**config.mk**
```make
export PLATFORM = sky130hd
export DESIGN_NAME = request_conditioner
export DESIGN_NICKNAME = d
export VERILOG_FILES = /design/src/rtl/request_conditioner_pkg.sv /design/src/rtl/request_conditioner_debouncer.sv /design/src/rtl/request_conditioner.sv
export SDC_FILE = /design/constraint.sdc
export NUM_CORES = 1
export LEC_CHECK = 0
export BUFFER_PORTS_ARGS = -buffer_cell sky130_fd_sc_hd__clkbuf_2
export CORE_UTILIZATION = 35
export DETAILED_ROUTE_END_ITERATION = 8
export GPL_ROUTABILITY_DRIVEN = 0
export HOLD_SLACK_MARGIN = 0.1
export MAX_ROUTING_LAYER = met4
export SLEW_MARGIN = 20
export SYNTH_ARGS = -nofsm -noshare
export SYNTH_HDL_FRONTEND = slang
export SYNTH_SLANG_ARGS = --single-unit
```
**constraint.sdc**
```tcl
create_clock -name clk -period 1.89 [get_ports clk]
set_clock_uncertainty 0.15 [all_clocks]
set_input_delay 0.2835 -clock clk [delete_from_list [all_inputs] [get_ports clk]]
set_output_delay 0.2835 -clock clk [all_outputs]
set_load 0.1 [all_outputs]
```
**src/rtl/request_conditioner_pkg.sv**
```systemverilog
// Shared phase codes and the mapping from phase to the request bits it serves.
// Every block that decodes the controller phase imports this package.
package request_conditioner_pkg;

    typedef enum logic [1:0] {
        PHASE_STRAIGHT      = 2'd0,
        PHASE_STRAIGHT_TURN = 2'd1,
        PHASE_CROSS         = 2'd2,
        PHASE_CROSS_TURN    = 2'd3
    } phase_t;

    localparam phase_t PED_STRAIGHT_PHASE = PHASE_STRAIGHT;
    localparam phase_t PED_CROSS_PHASE    = PHASE_CROSS;

    function automatic logic [1:0] ped_served_mask(input logic [1:0] phase);
        logic [1:0] mask;
        mask    = 2'b00;
        mask[0] = (phase == PED_STRAIGHT_PHASE);
        mask[1] = (phase == PED_CROSS_PHASE);
        return mask;
    endfunction

    // Car lanes are indexed directly by phase code.
    function automatic logic [3:0] car_served_mask(input logic [1:0] phase);
        return 4'b0001 << phase;
    endfunction

endpackage

```
**src/rtl/request_conditioner_debouncer.sv**
```systemverilog
// Two-flop synchroniser followed by a stability counter; the clean level only
// follows the synchronised input after it disagrees for DEBOUNCE_CYCLES cycles.
module input_debouncer #(
    parameter int DEBOUNCE_CYCLES = 20
) (
    input  logic clk,
    input  logic rst_n,
    input  logic raw,
    output logic clean
);

    localparam int CNT_W = $clog2(DEBOUNCE_CYCLES + 1);
    localparam logic [CNT_W-1:0] CNT_LAST = CNT_W'(DEBOUNCE_CYCLES - 1);

    logic             sync_meta;
    logic             sync_out;
    logic [CNT_W-1:0] count;

    always_ff @(posedge clk or negedge rst_n) begin
        if (!rst_n) begin
            sync_meta <= 1'b0;
            sync_out  <= 1'b0;
        end else begin
            sync_meta <= raw;
            sync_out  <= sync_meta;
        end
    end

    // The edge that would bring the count to DEBOUNCE_CYCLES flips the level instead.
    always_ff @(posedge clk or negedge rst_n) begin
        if (!rst_n) begin
            count <= '0;
            clean <= 1'b0;
        end else if (sync_out == clean) begin
            count <= '0;
        end else if (count == CNT_LAST) begin
            count <= '0;
            clean <= sync_out;
        end else begin
            count <= count + CNT_W'(1);
        end
    end

endmodule

```
**src/rtl/request_conditioner.sv**
```systemverilog
// Debounces the pedestrian buttons and car sensors and latches them as sticky
// requests that clear while the controller serves the matching phase.
module request_conditioner
    import request_conditioner_pkg::*;
#(
    parameter int DEBOUNCE_CYCLES = 20,
    parameter int SENSOR_DWELL    = 3
) (
    input  logic       clk,
    input  logic       rst_n,
    input  logic [1:0] ped_button,
    input  logic [3:0] car_sensor,
    input  logic [1:0] phase,
    output logic [1:0] ped_request,
    output logic [3:0] car_request,
    output logic       any_request
);

    localparam int DWELL_W = $clog2(SENSOR_DWELL + 1);
    localparam logic [DWELL_W-1:0] DWELL_FULL = DWELL_W'(SENSOR_DWELL);

    logic [1:0]         ped_level;
    logic [1:0]         ped_level_q;
    logic [3:0]         car_level;
    logic [DWELL_W-1:0] dwell_q [4];
    logic [DWELL_W-1:0] dwell_d [4];
    logic [1:0]         ped_served;
    logic [3:0]         car_served;
    logic [3:0]         car_set;
    logic [1:0]         ped_req_d;
    logic [3:0]         car_req_d;
    logic               any_d;

    for (genvar g = 0; g < 2; g++) begin : g_ped_db
        input_debouncer #(.DEBOUNCE_CYCLES(DEBOUNCE_CYCLES)) u_db (
            .clk   (clk),
            .rst_n (rst_n),
            .raw   (ped_button[g]),
            .clean (ped_level[g])
        );
    end

    for (genvar g = 0; g < 4; g++) begin : g_car_db
        input_debouncer #(.DEBOUNCE_CYCLES(DEBOUNCE_CYCLES)) u_db (
            .clk   (clk),
            .rst_n (rst_n),
            .raw   (car_sensor[g]),
            .clean (car_level[g])
        );
    end

    // Dwell restarts while a lane is served, so a sensor still high afterwards
    // must dwell again before re-requesting.
    always_comb begin
        ped_served = ped_served_mask(phase);
        car_served = car_served_mask(phase);
        car_set    = 4'b0000;
        for (int i = 0; i < 4; i++) begin
            dwell_d[i] = '0;
            if (car_level[i] && !car_served[i]) begin
                dwell_d[i] = (dwell_q[i] == DWELL_FULL) ? dwell_q[i] : dwell_q[i] + DWELL_W'(1);
            end
            car_set[i] = (dwell_d[i] == DWELL_FULL);
        end
        ped_req_d = (ped_request | (ped_level & ~ped_level_q)) & ~ped_served;
        car_req_d = (car_request | car_set) & ~car_served;
        any_d     = (|(ped_req_d & ~ped_served)) | (|(car_req_d & ~car_served));
    end

    always_ff @(posedge clk or negedge rst_n) begin
        if (!rst_n) begin
            ped_level_q <= 2'b00;
            ped_request <= 2'b00;
            car_request <= 4'b0000;
            any_request <= 1'b0;
            for (int i = 0; i < 4; i++) begin
                dwell_q[i] <= '0;
            end
        end else begin
            ped_level_q <= ped_level;
            ped_request <= ped_req_d;
            car_request <= car_req_d;
            any_request <= any_d;
            for (int i = 0; i < 4; i++) begin
                dwell_q[i] <= dwell_d[i];
            end
        end
    end

endmodule

```
==> results.cfg <==
[outcome]
status = complete, no violations

[logic_synthesis]
yosys-top-cells-count = 65 x dfrtp_1, 38 x nor2_1, 17 x xor2_1, 12 x nand3_1, 10 x a21oi_1
synth_top_area_share_pct = 65.8
post-synth-top-area-cell = dfrtp_1
synthFlopType = dfrtp_1
ys_async_sr_fraction_pct = 100
syn_area_sq_um = 2470
netlist_instances = 204
yosys.cell_count.top_type = dfrtp_1
synth_seq_cells = 65
synth_area_per_cell_sq_um = 12.1
synth_edf_count = 0
synth_cell_types = 22
syn-num-nets = 220
yosysWarnings = 0
ys_seq_area_share_pct = 65.8
synthTopCellsByArea = dfrtp_1 66%, xor2_1 6.0%, nor2_1 5.8%, ha_1 3.0%, mux2_2 2.7%

[timing]
fin_worst_hold_slack_ns = 0.159
finalHoldViolCount = 0
rsz0062_at_grt = no
fin_crit_sh_pct = 90.4
setup_tns_ns = 0
worstMarginPinSlew_ns = 0.578
clock.fmax_ghz = 0.585
final_max_slew_viol_count = 0
fin_crit_ns = 1.71
relSlewSlack_pct = 61.6
setup_viol = 0

[final_layout]
area_delta_synth_final_pct = 21.9
fin_nets = 260
fillers = 636
final_cells = 345
num_antenna_cells = 0
post-route-util_pct = 44.4
drive_above_1_share_pct = 17.7

[floorplan]
coreArea_sq_um = 6790
start_util_pct = 36.4
die_h_um = 86.1
io_pins = 17
die_area_sq_um = 7410
row_count = 30
dieWidth_um = 86.1

[cts]
insertion_delay_ns = 0.33
cts_setup_buffers = 0
cts_num_sinks = 65
cts_buffers = 9
cts.path.max_buffers = 2
cts_tree = built
cts.htree.levels = 3
clk_pin_slew_worst_paths_ns = 0.07
cts_root_buf = clkbuf_8

[power]
power_mw = 2.80
power_leakage_nw = 1.45
power.density_nw_per_um2 = 929
ir_drop_mv = 0.391

[setup_path]
path_max_fanout = 6
worst_setup_path_end_kind = register
arrival_ns = 1.75
start_kind = primary input
path_class = in2reg
reg2reg_slack_ns = 0.37
ff2ff_path_depth = 4
cp.required_ns = 1.93

[detailed_routing]
drt_iter0_drc = 62
drtAntennaViolNets = 0
routed_wirelength_um = 3720
route.vias.total = 1490
wire_per_inst_um = 10.8
drc = 0
vias_per_cell = 4.32
first_pass_iters = 4

[min_path]
hold_path.class = in2reg
min_delay_path_depth = 4

[placed_design]
io_buffers = 16
dpl.cell_count = 320
hpwl_um = 2410

[grt]
grt_pass1_vias = 1454
antenna_found_initial = 0
grt_max_degree = 66
gr-total-overflow = 0
grt_usage_pct = 12.5
grt_first_pass_wirelength_um = 6580

[job]
max_cap_violations = 0
## path summary, 6_finish.rpt
kind / start / end
setup / recovery: phase[1] / any_request$_DFF_PN0_
hold / removal: phase[0] / dwell_q[0]$_DFF_PN0_
setup reg to reg: g_ped_db[0].u_db.count[0]$_DFF_PN0_ / g_ped_db[0].u_db.clean$_DFFE_PN0P_
hold reg to reg: g_car_db[2].u_db.sync_meta$_DFF_PN0_ / g_car_db[2].u_db.sync_out$_DFF_PN0_
max in group asynchronous: rst_n / g_car_db[2].u_db.clean$_DFFE_PN0P_
min in group asynchronous: rst_n / g_ped_db[1].u_db.count[0]$_DFF_PN0_
## per-layer routing
| metal | track usage [%] | up-vias | wire [um] |
|---|---|---|---|
| li1 | - | 758 | - |
| met1 | 15.8 | 695 | 1840 |
| met2 | 16.5 | 30 | 1640 |
| met3 | 4.43 | 7 | 169 |
| met4 | 8.64 | 0 | 71 |
| met5 | - | - | 0 |
## state kept, by name, indices dropped and copies added, names as in the netlist
signal and cells:
ped_request 2, g_ped_db.u_db.count 10, g_car_db.u_db.sync_out 4, dwell_q 8, any_request 1, g_ped_db.u_db.sync_meta 2, g_ped_db.u_db.sync_out 2, ped_level_q 2
g_ped_db.u_db.clean 2, g_car_db.u_db.clean 4, g_car_db.u_db.count 20, g_car_db.u_db.sync_meta 4, car_request 4
## critical path, cell delays in order
cell and delay, ns:
dlygate4sd3_1 0.55, clkbuf_2 0.15, and2b_2 0.23, o22ai_1 0.06, or4_1 0.48
## final cells by class
type                    count  area (sq um)  area share, %
clock inverters             2          35.0           1.16
multi-input cells         130           813           27.0
repair buffers             29           213           7.06
well taps                  96           120           3.99
clock buffers              14           173           5.73
flip-flops and latches     65          1630           54.0
inverters                   9          33.8           1.12
## stage by stage
stage | cell area, sq um | setup WS, ns
floorplan | 2470 | 0.0409
global placement | 2720 | 0.416
detailed placement | 2720 | 0.359
CTS | 3010 | 0.196
global route | 3010 | 0.143
finish | 3010 | 0.181
## power by group
part | leakage, nW | internal (mW) | switching, mW | total [mW]
Clock | 0.107 | 0.717 | 0.482 | 1.20
Sequential | 0.865 | 1.44 | 0.0316 | 1.47
Combinational | 0.478 | 0.0622 | 0.0717 | 0.134
Total | 1.45 | 2.21 | 0.585 | 2.80
## cells by family after synthesis
kind of cell	count (synthesis)	share of synthesized area, %
compound gates	19	4.60
xor+xnor	24	8.50
fa+ha+maj	6	3.03
buf+inv	9	1.37
flops	65	65.8
mux	6	2.73
simple gates	75	14.0
## timing repair
action,in CTS,in global routing
hold buffers,9,0
hold endpoints to repair,72,0
gates resized for setup,0,0
## placed cells by master, fill, tap and decap left out, drive strengths merged
cell and n:
nand3 12, or4 1, nand2b 3, dfrtp 65
buf 4, mux2 6, xnor2 7, xor2 17
and2 4, bufinv 1, and2b 2, nor3 5
nand4bb 1, o22ai 1, a21oi 11, a31oi 1
nand2 8, inv 9, o21ai 1, o31ai 5
clkbuf 30, or2b 1, ha 6, clkinv 1
dlygate4sd3 9, nor2 38
No activity file was read; power rests on OpenSTA's default activity.
